===== config.mk =====
export PLATFORM = sky130hd
export DESIGN_NAME = lpddr_lp_state_tracker_flat
export DESIGN_NICKNAME = d
export VERILOG_FILES = /design/src/rtl/lpddr_lp_state_tracker_if.sv /design/src/rtl/lpddr_lp_state_tracker.sv /design/src/flat_wrapper.sv
export SDC_FILE = /design/constraint.sdc
export NUM_CORES = 1
export LEC_CHECK = 0
export ABC_AREA = 1
export BUFFER_PORTS_ARGS = -buffer_cell sky130_fd_sc_hd__buf_4
export CORE_MARGIN = 2
export CORE_UTILIZATION = 32
export DETAILED_ROUTE_END_ITERATION = 8
export HOLD_SLACK_MARGIN = 0.05
export SETUP_SLACK_MARGIN = 0.4
export SLEW_MARGIN = 20
export SYNTH_ARGS = -nofsm -noshare
export SYNTH_HDL_FRONTEND = slang
export SYNTH_SLANG_ARGS = --single-unit

===== constraint.sdc =====
create_clock -name clk -period 4.6 [get_ports clk]
set_input_delay 0.23 -clock clk [delete_from_list [all_inputs] [get_ports clk]]
set_output_delay 0.23 -clock clk [all_outputs]
set_load 0.1 [all_outputs]

===== src/rtl/lpddr_lp_state_tracker_if.sv =====
// lpddr_lp_state_tracker_if
//   Status bus from the LPDDR controller into the low-power state tracker.
//   master : the controller side. It drives stat_vld, op_mode, sr_state and sr_type.
//   slave  : the tracker side. It returns sr_type_q, the self-refresh cause latched at the
//            last SELF_REFRESH entry, for the debug shadow.
interface lpddr_lp_state_tracker_if;
  logic       stat_vld;
  logic [2:0] op_mode;
  logic [2:0] sr_state;
  logic [1:0] sr_type;
  logic [1:0] sr_type_q;

  modport master (output stat_vld, op_mode, sr_state, sr_type, input  sr_type_q);
  modport slave  (input  stat_vld, op_mode, sr_state, sr_type, output sr_type_q);
endinterface


===== src/rtl/lpddr_lp_state_tracker.sv =====
// lpddr_lp_state_tracker
//   Shadows the controller's operating mode and self-refresh state. It flags illegal
//   transitions and encodings, and counts NORMAL->POWER_DOWN and NORMAL->SELF_REFRESH
//   entries.
//   Ports
//     clk, rst       : core clock, synchronous active-high reset
//     st             : status bus (slave modport); samples are accepted when stat_vld=1
//     mode_q         : last accepted op_mode
//     sr_state_q     : last accepted sr_state
//     err_pulse      : one-cycle pulse following a violating sample
//     err_code       : most recent violation code (1..5), held until the next violation
//     err_sticky     : set on any violation, cleared only by reset
//     sr_entry_cnt   : saturating count of legal NORMAL->SELF_REFRESH entries
//     pd_entry_cnt   : saturating count of legal NORMAL->POWER_DOWN entries
//     sr_res_cnt     : current self-refresh residency in cycles
//     sr_res_max     : longest completed self-refresh residency
//   Build option
//     LPDDR_LP_STATE_TRACKER_RESIDENCY_EN : when defined, sr_res_cnt and sr_res_max are live.
//     When it is not defined, both outputs are tied to 0. The minimum-residency check
//     stays active in both builds.
module lpddr_lp_state_tracker #(
  parameter int CNT_W      = 16,
  parameter int MIN_SR_CYC = 8
) (
  input  logic                       clk,
  input  logic                       rst,
  lpddr_lp_state_tracker_if.slave    st,
  output logic [2:0]                 mode_q,
  output logic [2:0]                 sr_state_q,
  output logic                       err_pulse,
  output logic [2:0]                 err_code,
  output logic                       err_sticky,
  output logic [CNT_W-1:0]           sr_entry_cnt,
  output logic [CNT_W-1:0]           pd_entry_cnt,
  output logic [CNT_W-1:0]           sr_res_cnt,
  output logic [CNT_W-1:0]           sr_res_max
);
  localparam logic [2:0] M_INIT = 3'd0, M_NORM = 3'd1, M_PD = 3'd2, M_SR = 3'd3;
  localparam logic [CNT_W-1:0] MIN_C = CNT_W'(MIN_SR_CYC);

  logic [CNT_W-1:0] res_cnt, res_inc;
  logic       bad_enc, mode_ok, sr_ok, cons_bad, sr_exit, acc, sr_entry, pd_entry_ok, sr_entry_ok;
  logic [2:0] code;

  always_comb begin
    bad_enc = (st.op_mode > M_SR) || (st.sr_state > 3'd4);
    mode_ok = (st.op_mode == mode_q)
            || (mode_q == M_INIT && st.op_mode == M_NORM)
            || (mode_q == M_NORM && (st.op_mode == M_PD || st.op_mode == M_SR))
            || ((mode_q == M_PD || mode_q == M_SR) && st.op_mode == M_NORM);
    sr_ok   = (st.sr_state == sr_state_q)
            || (sr_state_q == 3'd0 && st.sr_state == 3'd1)
            || (sr_state_q == 3'd1 && (st.sr_state == 3'd2 || st.sr_state == 3'd0))
            || (sr_state_q == 3'd2 && (st.sr_state == 3'd3 || st.sr_state == 3'd4))
            || (sr_state_q == 3'd3 && st.sr_state == 3'd0)
            || (sr_state_q == 3'd4 && st.sr_state == 3'd2);
    cons_bad = (st.op_mode == M_SR) ? (st.sr_state == 3'd0) : (st.sr_state != 3'd0);
    sr_exit  = (mode_q == M_SR) && (st.op_mode != M_SR);
    // The completed residency includes the exit cycle itself, which is the value the
    // counter is about to take. A saturated counter stays saturated, so very long stays
    // still meet the minimum.
    res_inc  = (res_cnt == '1) ? res_cnt : res_cnt + 1'b1;

    code = 3'd0;
    if (st.stat_vld) begin
      if (bad_enc)                          code = 3'd1;
      else if (!mode_ok)                    code = 3'd2;
      else if (!sr_ok)                      code = 3'd3;
      else if (cons_bad)                    code = 3'd4;
      else if (sr_exit && (res_inc < MIN_C)) code = 3'd5;
    end

    // Codes 2..5 still update the shadow registers, so the tracker resynchronises to
    // the controller.
    acc         = st.stat_vld && (code != 3'd1);
    sr_entry    = acc && (mode_q != M_SR) && (st.op_mode == M_SR);
    sr_entry_ok = st.stat_vld && (code == 3'd0) && (mode_q == M_NORM) && (st.op_mode == M_SR);
    pd_entry_ok = st.stat_vld && (code == 3'd0) && (mode_q == M_NORM) && (st.op_mode == M_PD);
  end

  always_ff @(posedge clk) begin
    if (rst) begin
      mode_q       <= M_INIT;
      sr_state_q   <= 3'd0;
      err_pulse    <= 1'b0;
      err_code     <= 3'd0;
      err_sticky   <= 1'b0;
      sr_entry_cnt <= '0;
      pd_entry_cnt <= '0;
      res_cnt      <= '0;
      st.sr_type_q <= 2'd0;
    end else begin
      err_pulse <= (code != 3'd0);
      if (code != 3'd0) begin
        err_code   <= code;
        err_sticky <= 1'b1;
      end
      if (acc) begin
        mode_q     <= st.op_mode;
        sr_state_q <= st.sr_state;
      end
      if (sr_entry_ok && sr_entry_cnt != '1) sr_entry_cnt <= sr_entry_cnt + 1'b1;
      if (pd_entry_ok && pd_entry_cnt != '1) pd_entry_cnt <= pd_entry_cnt + 1'b1;
      // The residency counter runs on every clock while the tracked mode is
      // SELF_REFRESH, not only on cycles with an accepted sample.
      if (sr_entry) begin
        res_cnt      <= '0;
        st.sr_type_q <= st.sr_type;
      end else if (mode_q == M_SR) begin
        res_cnt <= res_inc;
      end
    end
  end

`ifdef LPDDR_LP_STATE_TRACKER_RESIDENCY_EN
  logic [CNT_W-1:0] res_max;
  always_ff @(posedge clk) begin
    if (rst)                                        res_max <= '0;
    else if (acc && sr_exit && (res_inc > res_max)) res_max <= res_inc;
  end
  assign sr_res_cnt = res_cnt;
  assign sr_res_max = res_max;
`else
  assign sr_res_cnt = '0;
  assign sr_res_max = '0;
`endif
endmodule

===== src/flat_wrapper.sv =====
// flat-port wrapper written by rule: the top's interface ports become plain ports
module lpddr_lp_state_tracker_flat 
#(
  parameter int CNT_W      = 16,
  parameter int MIN_SR_CYC = 8
)
  (clk, rst, mode_q, sr_state_q, err_pulse, err_code, err_sticky, sr_entry_cnt, pd_entry_cnt, sr_res_cnt, sr_res_max, st_stat_vld, st_op_mode, st_sr_state, st_sr_type, st_sr_type_q);
  lpddr_lp_state_tracker_if st_i ();
  input  logic clk;
  input  logic rst;
  output logic [2:0] mode_q;
  output logic [2:0] sr_state_q;
  output logic err_pulse;
  output logic [2:0] err_code;
  output logic err_sticky;
  output logic [CNT_W-1:0] sr_entry_cnt;
  output logic [CNT_W-1:0] pd_entry_cnt;
  output logic [CNT_W-1:0] sr_res_cnt;
  output logic [CNT_W-1:0] sr_res_max;
  input wire logic [$bits(st_i.stat_vld)-1:0] st_stat_vld;
  input wire logic [$bits(st_i.op_mode)-1:0] st_op_mode;
  input wire logic [$bits(st_i.sr_state)-1:0] st_sr_state;
  input wire logic [$bits(st_i.sr_type)-1:0] st_sr_type;
  output wire logic [$bits(st_i.sr_type_q)-1:0] st_sr_type_q;
  assign st_i.stat_vld = st_stat_vld;
  assign st_i.op_mode = st_op_mode;
  assign st_i.sr_state = st_sr_state;
  assign st_i.sr_type = st_sr_type;
  assign st_sr_type_q = st_i.sr_type_q;
  lpddr_lp_state_tracker #(.CNT_W(CNT_W), .MIN_SR_CYC(MIN_SR_CYC)) u_core (.clk(clk), .rst(rst), .st(st_i), .mode_q(mode_q), .sr_state_q(sr_state_q), .err_pulse(err_pulse), .err_code(err_code), .err_sticky(err_sticky), .sr_entry_cnt(sr_entry_cnt), .pd_entry_cnt(pd_entry_cnt), .sr_res_cnt(sr_res_cnt), .sr_res_max(sr_res_max));
endmodule

======== Word level (Yosys, flattened, before mapping) ========
Cells that the tools add are included.
storage, ports and cells
  flip-flop bits (word level) ............. 61
operators by class
  add/subtract/negate cells ............... 3
  equal/unequal tests ..................... 22
  $lt $le $gt $ge ......................... 3
  reduce and logical (&&, ||, !) cells .... 39
  mux-type cells .......................... 8
operators with widths
  cell                     number
  $add A16 B1 Y16 const B  3
  $ne A16 B16 Y1 const B   2
  $eq A3 B2 Y1 const B     8
  $logic_and A1 B1 Y1      19
  $mux W3                  6
  $eq A16 B16 Y1 const B   1
  $lt A16 B4 Y1 const B    1
  $mux W16                 1
  $logic_or A1 B1 Y1       13
  $eq A3 B1 Y1 const B     4
  $logic_not A3 Y1         4
  $eq A3 B3 Y1             2
  $eq A3 B3 Y1 const B     2
  $ne A3 B2 Y1 const B     2
  $reduce_bool A3 Y1       2
  $gt A3 B2 Y1 const B     1
  $gt A3 B3 Y1 const B     1
  $ne A3 B1 Y1 const B     1
  $reduce_or A2 Y1         1
  $mux W1                  1

======== Logic depth before layout (Yosys ltp) ========
Gate-level depths: netlist of the first run.
  depth after elaboration ................. 16
  depth in mapped cells ................... 21
  gate-level depth less buffers ........... 21

======== Least setup slack after synthesis of the first run ========
No wires, ideal clock.
  path type ............................... reg-to-reg
  start ................................... reg u_core.mode_q[0]
  end ..................................... reg u_core.sr_entry_cnt[7]
  slack ................................... 1.781 ns
  cell stages (with the launch flop) ...... 17
  required time ........................... 4.481 ns
  arrival time ............................ 2.700 ns
  path through ............................ dfxtp_1 -> inv_1 -> nor3_2 -> inv_1 -> nor2_1 -> nand2_1 -> nor2_1 -> nand3_1 -> nand2_1 -> nand2_1 -> nand2_1 -> nand2_2 -> nand3_4 -> nor2_2 -> buf_4 -> a21oi_1 -> nor2_1
between the ends
  cells in the longest elaborated chain, start to end .. 14
  elaborated cells between the ends (all ways) .. 25
ends and longest elaborated chain
  item                                   RTL line                                                    RTL
  from (decl)                            lpddr_lp_state_tracker.sv:28                                output logic [2:0] mode_q,
  from (signal assigned)                 lpddr_lp_state_tracker.sv:99                                mode_q <= st.op_mode;
  $eq A3 B2 Y1                           lpddr_lp_state_tracker.sv:50, lpddr_lp_state_tracker.sv:58
  $logic_and A1 B1 Y1                    lpddr_lp_state_tracker.sv:58                                sr_exit = (mode_q == M_SR) && (st.op_mode != M_SR);
  $logic_and A1 B1 Y1                    lpddr_lp_state_tracker.sv:70                                else if (sr_exit && (res_inc < MIN_C)) code = 3'd5;
  $mux W3                                lpddr_lp_state_tracker.sv:70
  $mux W3                                lpddr_lp_state_tracker.sv:69                                else if (cons_bad) code = 3'd4;
  $mux W3                                lpddr_lp_state_tracker.sv:68                                else if (!sr_ok) code = 3'd3;
  $mux W3                                lpddr_lp_state_tracker.sv:67                                else if (!mode_ok) code = 3'd2;
  $mux W3                                lpddr_lp_state_tracker.sv:66                                if (bad_enc) code = 3'd1;
  $mux W3                                lpddr_lp_state_tracker.sv:65                                if (st.stat_vld) begin
  $logic_not A3 Y1                       lpddr_lp_state_tracker.sv:77                                sr_entry_ok = st.stat_vld && (code == 3'd0) && (mode_q == M_NORM) && (st.op_mode == M_SR);
  $logic_and A1 B1 Y1                    lpddr_lp_state_tracker.sv:77
  $logic_and A1 B1 Y1 (*) (2 in series)  lpddr_lp_state_tracker.sv:77
  $logic_and A1 B1 Y1 (*)                lpddr_lp_state_tracker.sv:102                               if (sr_entry_ok && sr_entry_cnt != '1) sr_entry_cnt <= sr_entry_cnt + 1'b1;
  to (signal assigned)                   lpddr_lp_state_tracker.sv:102
  to (decl)                              lpddr_lp_state_tracker.sv:33                                output logic [CNT_W-1:0] sr_entry_cnt,
Every way passes the cells marked *; elsewhere a longest branch is shown, timed or not.
A chain may end at the register's enable or synchronous reset.

======== Worst setup path in the final report of the first run ========
  start ................................... reg u_core.mode_q[0]
  end ..................................... reg u_core.pd_entry_cnt[8]
between the ends
  cells in the longest elaborated chain, start to end .. 14
  elaborated cells between the ends (all ways) .. 25
ends and longest elaborated chain
  item                                   RTL line                                                    RTL
  $eq A3 B2 Y1                           lpddr_lp_state_tracker.sv:50, lpddr_lp_state_tracker.sv:58
  $logic_and A1 B1 Y1                    lpddr_lp_state_tracker.sv:58
  $logic_and A1 B1 Y1                    lpddr_lp_state_tracker.sv:70
  $mux W3                                lpddr_lp_state_tracker.sv:70
  $mux W3                                lpddr_lp_state_tracker.sv:69
  $mux W3                                lpddr_lp_state_tracker.sv:68
  $mux W3                                lpddr_lp_state_tracker.sv:67
  $mux W3                                lpddr_lp_state_tracker.sv:66
  $mux W3                                lpddr_lp_state_tracker.sv:65
  $logic_not A3 Y1                       lpddr_lp_state_tracker.sv:78                                pd_entry_ok = st.stat_vld && (code == 3'd0) && (mode_q == M_NORM) && (st.op_mode == M_PD);
  $logic_and A1 B1 Y1                    lpddr_lp_state_tracker.sv:78
  $logic_and A1 B1 Y1 (*) (2 in series)  lpddr_lp_state_tracker.sv:78
  $logic_and A1 B1 Y1 (*)                lpddr_lp_state_tracker.sv:103                               if (pd_entry_ok && pd_entry_cnt != '1) pd_entry_cnt <= pd_entry_cnt + 1'b1;
  to (signal assigned)                   lpddr_lp_state_tracker.sv:103
  to (decl)                              lpddr_lp_state_tracker.sv:34                                output logic [CNT_W-1:0] pd_entry_cnt,
Marks and branches as above.

==> impl_table.tex, run 1 <==
\begin{tabular}{lr}
\hline
Metric & Value \\
\hline
\multicolumn{2}{l}{\textbf{Timing}} \\
Post-Route Setup TNS & 0 ns \\
Actual slew at the worst max-slew pin & 0.853 ns \\
RSZ-0062 raised after global routing & false \\
Max Fclk & 338 MHz \\
Setup-violating endpoint count in the final report & 0 \\
Final count of pins violating max slew & 0 \\
Time the final worst path needs with I/O delays and setup & 2.96 ns \\
Clock Skews & 0.00505 ns \\
Part of the cycle the worst path needs & 64.4\% \\
Final Hold Viols & 0 \\
Relative slew slack & 42.9\% \\
\multicolumn{2}{l}{\textbf{Clocking}} \\
Source-to-sink clock delay at the later pin of the worst-skew pair & 0.34 ns \\
CTS resizes & 0 \\
Number of setup buffers added after CTS & 0 \\
CTS Root Buffer Type & clkbuf\_16 \\
CTS buffer count & 9 \\
Total of hold buffers inserted after clock tree synthesis & 0 \\
Clock Tree Buf Depth & 2 \\
Clock transition at path regs & 0.06 ns \\
TritonCTS clock tree & done \\
Clock sinks & 61 \\
Total number of H-tree levels & 3 \\
\multicolumn{2}{l}{\textbf{Final layout}} \\
Number of nets in the layout & 647 \\
Share of cells above drive strength 1 & 14.6\% \\
Synth-to-layout area growth & 18.4\% \\
Fillers & 1249 \\
FF+latch area & 1220 sq um \\
\# diodes & 0 \\
Area of the multi-input gates & 2250 sq um \\
\multicolumn{2}{l}{\textbf{Pwr}} \\
Post-route total power & 1.46 mW \\
Peak VDD IR & 207 uV \\
Power per Cell Area & 319 nW/um\^{}2 \\
Static Leak & 1.85 nW \\
\multicolumn{2}{l}{\textbf{Route}} \\
Antenna viol nets, final & 0 \\
Remaining routing DRC violations & 0 \\
Final wirelength & 9640 um \\
Number of vias per cell & 4.75 \\
Number of iterations in the first detailed-routing pass & 5 \\
Detailed Route Iter0 Violations & 175 \\
Per-cell routed wire length & 12.3 um \\
Vias & 3728 \\
\multicolumn{2}{l}{\textbf{Yosys}} \\
Yosys top cell area share & 31.5\% \\
Library cell with the highest instance count after synthesis & nand2\_1 \\
Post-synthesis cell count & 580 \\
Count of warnings emitted by yosys & 0 \\
Number of synthesized flops with an enable pin & 0 \\
Fraction of the yosys area taken by sequential cells & 31.5\% \\
Summed instance area of the synthesized netlist & 3880 sq um \\
Number of distinct library cells after synthesis & 42 \\
Top area cells in the synthesized netlist & dfxtp\_1 (31\%), nand2\_1 (9.8\%), nor2\_1 (8.6\%) \\
Main synth FF type & dfxtp\_1 \\
Async S/R FF share, synth & 0\% \\
Post-synthesis cell type with the largest combined area & dfxtp\_1 \\
Top post-synthesis cells by count & nand2\_1 (101), nor2\_1 (89), dfxtp\_1 (61) \\
Mean instance size in the synthesized netlist & 6.69 sq um \\
Synthesis-stage register bit count & 61 \\
\multicolumn{2}{l}{\textbf{Global routing}} \\
Pin count of the biggest net entering global routing & 30 \\
Number of global-route vias before repair & 3381 \\
Wire length of the first global-routing pass & 15800 um \\
Initial antenna violation count & 0 \\
Gr usage total & 15.1\% \\
Total congestion overflow after global routing & 0 \\
\multicolumn{2}{l}{\textbf{Worst setup path}} \\
Data required time of the critical path & 4.87 ns \\
Worst reg2reg path depth & 14 \\
Max Fanout on Critical Path & 15 \\
Data arrival time at the worst-slack endpoint & 3.23 ns \\
Setup crit start kind & flop \\
Worst Path Class, Setup & flop to flop \\
Crit. End Element & flop \\
Slack of the worst reg-to-reg path & 1.64 ns \\
\multicolumn{2}{l}{\textbf{Placed design}} \\
\# port buffers & 55 \\
Dpl hpwl & 7200 um \\
Routability Congestion & 0.952 \\
\multicolumn{2}{l}{\textbf{Job}} \\
Number of maximum-capacitance constraint violations & 0 \\
\multicolumn{2}{l}{\textbf{Hold path}} \\
Hold Path Stages & 3 \\
Min-Delay Path Class & input pin to flop \\
\multicolumn{2}{l}{\textbf{Floorplanning}} \\
Die H & 114 um \\
Overall die area & 13000 sq um \\
Die width & 114 um \\
Number of rows in the core area & 40 \\
Starting Density & 32.6\% \\
Core footprint & 11900 sq um \\
Number of placed I/O pins & 88 \\
\multicolumn{2}{l}{\textbf{Outcome}} \\
Result of the run & finished, final reports clean \\
\hline
\end{tabular}
==> worst paths after layout <==
path	startpoint	endpoint
max	u_core.mode_q[0]	u_core.pd_entry_cnt[8]
min	st_sr_type[1]	u_core.st.sr_type_q[1]
max reg2reg	u_core.mode_q[0]	u_core.pd_entry_cnt[8]
min reg2reg	u_core.err_code[1]	u_core.err_code[1]
==> layer usage <==
layer | track usage, % | routed length, um
met5 | 0 | 0
met4 | 5.53 | 153
met3 | 3.60 | 501
met2 | 24.5 | 4440
met1 | 19.5 | 4540
==> kinds of logic (layout without fill, tap and decap cells) <==
logic type               count (synthesis)  count (layout)  share of synthesized area [%]
AND/OR/NAND/NOR                        297             297                           35.1
buffers and inverters                  103             130                           13.4
AO/OA/AOI/OAI                           89              89                           13.1
flip-flops                              61              61                           31.5
XOR/XNOR                                26              26                           5.87
adder cells (fa/ha/maj)                  3               3                          0.968
other                                    1              32                         0.0967
==> critical path: stages (launching register included) <==
cell and delay [ns]:
dfxtp_1 0.35, inv_1 0.10, nor3_2 0.68, inv_1 0.44, nor2_1 0.19, nand2_1 0.06, nor2_1 0.12, nand3_1 0.09
nand2_1 0.06, nand2_1 0.05, nand2_1 0.07, nand2_2 0.11, nand4_2 0.27, o21ai_0 0.14, a21oi_1 0.15
==> cells in the final DEF (no fill, tap or decap), types with 2 or more instances in the layout <==
cell type and instances:
xnor2_1 8, inv_2 2, conb_1 32, o21ai_0 31, a211oi_1 11, nand2_1 101
dfxtp_1 61, xor2_1 18, nand3_1 51, o21ai_1 2, clkbuf_16 9, clkinv_2 2
nor4_1 3, inv_1 56, nand4_1 14, nor2_8 2, clkinv_4 2, nand2_2 5
buf_4 55, a21oi_1 36, nor3_1 17, nor2_2 6, ha_1 3, nor2_1 89
o211ai_1 3
==> sequential cells by signal, summed over array words and instances (netlist names) <==
name	count
u_core.err_code	3
u_core.err_sticky	1
u_core.sr_state_q	3
u_core.mode_q	3
u_core.pd_entry_cnt	16
u_core.res_cnt	16
u_core.err_pulse	1
u_core.sr_entry_cnt	16
u_core.st.sr_type_q	2
==> layout make-up <==
type	count	area share (%)
clock buffer	9	4.90
clock inverter	7	1.61
inverter	59	4.82
multi-input combinational	447	49.1
sequential	61	26.6
tap	147	4.00
timing repair buffer	55	8.99
==> per-stage QoR <==
step                      util, %  std cells  setup WS (ns)  instance area (sq um)  hold WS [ns]
after global routing         38.6        785           1.22                   4590         0.132
after floorplan                 -        611           1.78                   4000         0.365
after global placement       36.1        769           1.66                   4290         0.461
after detailed placement     36.1        769           1.65                   4290         0.464
after CTS                    38.6        785           1.63                   4590         0.118
final                        38.6        785           1.64                   4590         0.127
==> where the power goes <==
| group | internal [mW] | switching (mW) | total, mW |
|---|---|---|---|
| sequential | 0.537 | 0.00770 | 0.545 |
| combinational | 0.0315 | 0.208 | 0.239 |
| clock | 0.420 | 0.259 | 0.680 |
No activity file was read; power rests on OpenSTA's default activity.
==> run 2, diff against run 1 <==
Clock period 4.6 ns to 2.65 ns, I/O delays scaled along.
==> impl_table.tex, run 2 (synthesized netlist as in run 1, its figures left out) <==
\begin{tabular}{lr}
\hline
Metric & Value \\
\hline
\multicolumn{2}{l}{\textbf{Outcome}} \\
Result of the run & finished, final reports clean \\
\multicolumn{2}{l}{\textbf{Clocking}} \\
TritonCTS clock tree & done \\
Total number of H-tree levels & 3 (unchanged) \\
Source-to-sink clock delay at the later pin of the worst-skew pair & 0.34 ns (about the same) \\
Clock transition at path regs & 0.05 ns (about the same) \\
Clock sinks & 61 (unchanged) \\
CTS Root Buffer Type & clkbuf\_16 \\
CTS buffer count & 9 (unchanged) \\
Clock Tree Buf Depth & 2 (unchanged) \\
\multicolumn{2}{l}{\textbf{Pwr}} \\
Power per Cell Area & 502 nW/um\^{}2 (+58\%) \\
Peak VDD IR & 313 uV (+51\%) \\
Static Leak & 2.06 nW (+12\%) \\
\multicolumn{2}{l}{\textbf{Worst setup path}} \\
Data required time of the critical path & 2.91 ns (-1.96 ns) \\
Family with the most delay on the worst path & simple AND/OR/NAND/NOR gates \\
Worst Path Class, Setup & flop to flop \\
Series of cell instances along the critical path & ha\_4 > nand3\_4 > inv\_4 > nand2\_8 > nor2\_8 > nor3\_1 > nand3\_1 > nor2\_2 > nand2\_1 > nand2\_2 > o21ai\_4 > nand3\_4 > buf\_8 > nor2\_4 > buf\_12 > nand3\_1 > a21oi\_1 \\
Biggest cell delay along the critical path & 0.37 ns (-0.31 ns) \\
Max Fanout on Critical Path & 8 (-7) \\
Crit. End Element & flop \\
Buffering stage count on the worst path with inverters included & 3 (+1) \\
Data arrival time at the worst-slack endpoint & 2.68 ns (-0.55 ns) \\
Slowest cell on crit path & dfxtp\_4 \\
Slack of the worst reg-to-reg path & 0.23 ns (-1.41 ns) \\
Setup crit start kind & flop \\
\multicolumn{2}{l}{\textbf{Final layout}} \\
Synth-to-layout area growth & 36.0\% \\
Leading registers by flop count & u\_core.pd\_entry\_cnt: 16 flops, u\_core.res\_cnt: 16 flops, u\_core.sr\_entry\_cnt: 16 flops \\
Number of nets in the layout & 673 (+4.0\%) \\
FF+latch area & 1290 sq um (+6.0\%) \\
Count of non-filler cells in the finished layout & 811 (+3.3\%) \\
Share of cells above drive strength 1 & 31.5\% (+17 points) \\
Finished Cell Area & 5280 sq um (+15\%) \\
Area of the multi-input gates & 2570 sq um (+14\%) \\
Fillers & 1194 (-4.4\%) \\
\# diodes & 0 (unchanged) \\
Most frequent standard cell in the layout excluding fill and tap cells & nand2\_1 \\
Final design utilization & 44.3\% (+5.7 points) \\
Commonest cells after routing, fill and taps aside & nand2\_1 (93), nor2\_1 (74), buf\_4 (69) \\
\multicolumn{2}{l}{\textbf{Hold path}} \\
Min-Delay Path Class & input pin to flop \\
\multicolumn{2}{l}{\textbf{Timing}} \\
Final count of pins violating max slew & 0 (unchanged) \\
Actual slew at the worst max-slew pin & 0.664 ns (-0.189 ns) \\
Post-Route Setup TNS & 0 ns (unchanged) \\
Setup-violating endpoint count in the final report & 0 (unchanged) \\
Clock Skews & 0.00771 ns (+0.00265 ns) \\
Time the final worst path needs with I/O delays and setup & 2.42 ns (-0.542 ns) \\
Smallest hold slack & 0.116 ns (-0.0104 ns) \\
Max Fclk & 413 MHz (+22\%) \\
Final Hold Viols & 0 (unchanged) \\
Relative slew slack & 55.7\% (+13 points) \\
RSZ-0062 raised after global routing & true \\
Part of the cycle the worst path needs & 91.3\% (+27 points) \\
\multicolumn{2}{l}{\textbf{Placed design}} \\
Dpl hpwl & 7180 um (-0.24\%) \\
\# port buffers & 55 (unchanged) \\
DP Area & 4410 sq um (+2.7\%) \\
Placed cell count & 775 (+0.78\%) \\
Routability Congestion & 0.902 (-5.2\%) \\
\multicolumn{2}{l}{\textbf{Floorplanning}} \\
Core footprint & 11900 sq um (unchanged) \\
Number of placed I/O pins & 88 (unchanged) \\
Die H & 114 um (unchanged) \\
Overall die area & 13000 sq um (unchanged) \\
Number of rows in the core area & 40 (unchanged) \\
Die width & 114 um (unchanged) \\
Starting Density & 32.6\% (unchanged) \\
\multicolumn{2}{l}{\textbf{Route}} \\
Per-cell routed wire length & 13.2 um (+7.8\%) \\
Detailed Route Iter0 Violations & 275 (+57\%) \\
Final wirelength & 10700 um (+11\%) \\
Number of vias per cell & 4.97 (+4.6\%) \\
Vias & 4027 (+8.0\%) \\
Number of iterations in the first detailed-routing pass & 5 (unchanged) \\
Antenna viol nets, final & 0 (unchanged) \\
Remaining routing DRC violations & 0 (unchanged) \\
\multicolumn{2}{l}{\textbf{Global routing}} \\
Pin count of the biggest net entering global routing & 30 (unchanged) \\
Gr usage total & 16.4\% (+1.3 points) \\
Total congestion overflow after global routing & 0 (unchanged) \\
Number of global-route vias before repair & 3732 (+10\%) \\
Wire length of the first global-routing pass & 17300 um (+9.3\%) \\
Initial antenna violation count & 0 (unchanged) \\
\multicolumn{2}{l}{\textbf{Job}} \\
Number of maximum-capacitance constraint violations & 0 (unchanged) \\
\hline
\end{tabular}
## run 2: report_power, final
| part | internal, mW | total (mW) | switching, mW |
|---|---|---|---|
| logic | 0.0701 | 0.441 | 0.371 |
| clock network | 0.837 | 1.27 | 0.434 |
| registers | 0.926 | 0.940 | 0.0134 |
| total | 1.83 | 2.65 | 0.818 |
## run 2: stage by stage
step | worst slack, ns | total power [mW]
floorplan | 0.403 | 1.36
CTS | 0.266 | 2.67
global placement | 0.206 | 1.38
global route | 0.0400 | 2.74
finish | 0.231 | 2.65
detailed placement | 0.123 | 1.38
## run 2: cell type report
class	instances	area share, %
Tap cell	147	3.49
Multi-Input combinational cell	448	48.6
Inverter	59	4.29
Clock buffer	14	5.41
Clock inverter	2	0.711
Timing Repair Buffer	80	12.9
Sequential cell	61	24.5
## run 2: tightest hold or removal path: stages
cell     delay (ns)
buf_4          0.10
o21ai_0        0.08
a21oi_1        0.10
## run 2: layer usage
layer / track usage, % / part of all wire, % / vias up
met1: 20.5 / 44 / 1841
met3: 3.18 / 5.1 / 28
met5: 0 / 0 / -
li1: - / - / 2023
met2: 26.9 / 48 / 135
met4: 8.29 / 3.3 / 0
## run 2: repair_timing
action,CTS,global route
endpoints found under the setup margin,35,37
buffers inserted,13,2
pin swaps,41,29
gates cloned,2,1
resized for setup,63,40
hold buffers,2,0
hold endpoints to repair,2,0
## run 2: path summary, 6_finish.rpt
check / from / end / cells after the start
worst min register to register: u_core.err_code[0] / u_core.err_code[0] / 2
worst min-delay path: st_op_mode[0] / u_core.mode_q[0] / 3
worst max-delay path: u_core.res_cnt[1] / u_core.pd_entry_cnt[1] / 17
worst max register to register: u_core.res_cnt[1] / u_core.pd_entry_cnt[1] / 17
==> run 3, diff against run 2 <==
Settings changed: CTS_CLUSTER_SIZE from default to 14, SETUP_SLACK_MARGIN 0.4 to default.
Clock period 2.65 ns to 2.7 ns, I/O delays scaled along.
==> impl_table.tex, run 3 (synthesized netlist as in run 1, its figures left out) <==
\begin{tabular}{lr}
\hline
Metric & Value \\
\hline
\multicolumn{2}{l}{\textbf{Outcome}} \\
Result of the run & finished, final reports clean \\
\multicolumn{2}{l}{\textbf{Route}} \\
Antenna viol nets, final & 0 (unchanged) \\
Per-cell routed wire length & 12.4 um (-6.0\%) \\
Remaining routing DRC violations & 0 (unchanged) \\
Detailed Route Iter0 Violations & 184 (-33\%) \\
Number of iterations in the first detailed-routing pass & 4 (-1) \\
Final wirelength & 9950 um (-7.3\%) \\
Vias & 3914 (-2.8\%) \\
Number of vias per cell & 4.89 (-1.5\%) \\
\multicolumn{2}{l}{\textbf{Global routing}} \\
Gr usage total & 15.4\% (-0.97 points) \\
Pin count of the biggest net entering global routing & 30 (unchanged) \\
Number of global-route vias before repair & 3590 (-3.8\%) \\
Wire length of the first global-routing pass & 16300 um (-6.0\%) \\
Initial antenna violation count & 0 (unchanged) \\
Total congestion overflow after global routing & 0 (unchanged) \\
\multicolumn{2}{l}{\textbf{Hold path}} \\
Hold endpoint & u\_core.sr\_state\_q[0] \\
Hold Path Stages & 3 (unchanged) \\
Min-Delay Path Class & input pin to flop \\
Launch point of the worst hold path & st\_sr\_state[0] \\
\multicolumn{2}{l}{\textbf{Final layout}} \\
Fillers & 1226 (+2.7\%) \\
Most frequent standard cell in the layout excluding fill and tap cells & nand2\_1 \\
Number of nets in the layout & 662 (-1.6\%) \\
Count of non-filler cells in the finished layout & 800 (-1.4\%) \\
Commonest cells after routing, fill and taps aside & nand2\_1 (100), nor2\_1 (84), buf\_4 (66) \\
Final design utilization & 40.1\% (-4.2 points) \\
Synth-to-layout area growth & 23.1\% \\
Share of cells above drive strength 1 & 17.8\% (-14 points) \\
Leading registers by flop count & u\_core.pd\_entry\_cnt: 16 flops, u\_core.res\_cnt: 16 flops, u\_core.sr\_entry\_cnt: 16 flops \\
\# diodes & 0 (unchanged) \\
\multicolumn{2}{l}{\textbf{Clocking}} \\
Source-to-sink clock delay at the later pin of the worst-skew pair & 0.33 ns (about the same) \\
Clock transition at path regs & 0.06 ns (about the same) \\
CTS Root Buffer Type & clkbuf\_16 \\
Clock Tree Buf Depth & 2 (unchanged) \\
TritonCTS clock tree & done \\
CTS buffer count & 9 (unchanged) \\
Clock sinks & 61 (unchanged) \\
Total number of H-tree levels & 3 (unchanged) \\
\multicolumn{2}{l}{\textbf{Floorplanning}} \\
Die width & 114 um (unchanged) \\
Die H & 114 um (unchanged) \\
Starting Density & 32.6\% (unchanged) \\
Core footprint & 11900 sq um (unchanged) \\
Number of rows in the core area & 40 (unchanged) \\
Overall die area & 13000 sq um (unchanged) \\
Number of placed I/O pins & 88 (unchanged) \\
\multicolumn{2}{l}{\textbf{Worst setup path}} \\
Slack of the worst reg-to-reg path & 0.19 ns (-0.04 ns) \\
Startpoint of the worst-slack reg-to-reg timing path & u\_core.res\_cnt[0] \\
Worst Path Class, Setup & flop to flop \\
Setup crit start kind & flop \\
Crit. End Element & flop \\
Data arrival time at the worst-slack endpoint & 2.77 ns (+0.09 ns) \\
Worst reg2reg path depth & 20 (+3) \\
Terminus of the critical flop-to-flop path & u\_core.sr\_entry\_cnt[5] \\
Max Fanout on Critical Path & 12 (+4) \\
Data required time of the critical path & 2.96 ns (+0.05 ns) \\
\multicolumn{2}{l}{\textbf{Timing}} \\
Final Hold Viols & 0 (unchanged) \\
Clock Skews & 0.0116 ns (+0.00394 ns) \\
Time the final worst path needs with I/O delays and setup & 2.51 ns (+0.0944 ns) \\
Relative slew slack & 54.9\% (-0.79 points) \\
Final count of pins violating max slew & 0 (unchanged) \\
Setup-violating endpoint count in the final report & 0 (unchanged) \\
Part of the cycle the worst path needs & 93.1\% (+1.8 points) \\
Actual slew at the worst max-slew pin & 0.676 ns (+0.0118 ns) \\
Max Fclk & 398 MHz (-3.8\%) \\
\multicolumn{2}{l}{\textbf{Placed design}} \\
Dpl hpwl & 7210 um (+0.42\%) \\
Routability Congestion & 0.901 (about the same) \\
Placed cell count & 777 (+0.26\%) \\
\# port buffers & 55 (unchanged) \\
\multicolumn{2}{l}{\textbf{Pwr}} \\
Share of power burned in registers & 37.1\% (+1.7 points) \\
Psw & 0.786 mW (-3.9\%) \\
Internal power summed over all cells & 1.71 mW (-6.6\%) \\
Power share of the combinational group & 16.8\% (+0.2 points) \\
Static Leak & 1.91 nW (-7.2\%) \\
Peak VDD IR & 292 uV (-6.6\%) \\
Relative contribution of the clock network to total power & 46.1\% (-1.8 points) \\
Power per Cell Area & 523 nW/um\^{}2 (+4.1\%) \\
Switching power share of the total & 31.5\% (+0.62 points) \\
\multicolumn{2}{l}{\textbf{Job}} \\
Number of maximum-capacitance constraint violations & 0 (unchanged) \\
\hline
\end{tabular}
==> run 3: cell count changes in the layout (fill, tap and decap cells not counted), sizes merged <==
cell    before  now
buf         77   67
clkinv       1    3
clkbuf      15   12
==> run 3: area by class of cell <==
class / count / area [sq um] / area share [%]
Multi-Input combinational cell: 448 / 2310 / 48.4
Sequential cell: 61 / 1230 / 25.7
Timing Repair Buffer: 69 / 536 / 11.2
Clock buffer: 12 / 246 / 5.16
Inverter: 59 / 221 / 4.64
Tap cell: 147 / 184 / 3.85
Clock inverter: 4 / 47.5 / 0.996
==> run 3: worst max-delay path: stages, from the launching register on <==
cell     delay, ns
dfxtp_1       0.38
buf_4         0.15
nand3_1       0.18
nor2_4        0.18
nand3_1       0.09
nand2_1       0.07
nand3_1       0.08
nor2_1        0.11
nand2_1       0.07
nor2_1        0.11
nand3_1       0.08
nand2_1       0.06
nand2_1       0.04
nand2_1       0.07
nand2_2       0.11
nand3_4       0.20
nor2_4        0.05
buf_12        0.14
nand2_1       0.06
nand2_1       0.05
nor2_1        0.15
==> run 3: worst max-delay path by stage <==
stage	start	endpoint	slack (ns)
floorplan	u_core.sr_state_q[1]	u_core.sr_entry_cnt[7]	0.09
global route	u_core.res_cnt[0]	u_core.sr_entry_cnt[5]	-0.04
CTS	u_core.res_cnt[1]	u_core.sr_entry_cnt[9]	0.07
finish	u_core.res_cnt[0]	u_core.sr_entry_cnt[5]	0.19
detailed placement	u_core.res_cnt[1]	u_core.sr_entry_cnt[9]	0.09
global placement	u_core.res_cnt[1]	u_core.sr_entry_cnt[2]	0.23
==> run 3: power by group through the flow <==
stage	Combinational (mW)	Sequential [mW]	Clock, mW
after global placement	0.408	0.947	0
final	0.418	0.928	1.15
after floorplan	0.314	1.02	0
after detailed placement	0.411	0.947	0
after global routing	0.439	0.929	1.22
after CTS	0.414	0.928	1.17
==> run 3: per-layer routing <==
metal / GRT usage [%] / part of all wire, % / up-vias / routed length (um)
met5: 0 / 0 / - / 0
met4: 6.83 / 2.1 / 0 / 204
met3: 3.60 / 5.7 / 16 / 565
met2: 24.5 / 46 / 125 / 4590
met1: 20.0 / 46 / 1778 / 4590
li1: - / - / 1995 / -
==> run 3: per-stage QoR <==
stage	total power [mW]	hold WS (ns)	instance area, sq um	setup slack [ns]	TNS, ns
floorplan	1.33	0.270	4000	0.0887	0
CTS	2.51	0.124	4690	0.0679	0
global route	2.59	0.147	4780	-0.0449	-0.130
global placement	1.36	0.362	4370	0.234	0
finish	2.50	0.126	4780	0.186	0
detailed placement	1.36	0.372	4370	0.0926	0
==> run 3: repair_timing <==
action	4_1_cts	5_1_grt
hold endpoints to repair	2	0
gates resized for setup	0	16
setup buffers	0	4
hold buffers	2	0
endpoints found under the setup margin	0	32
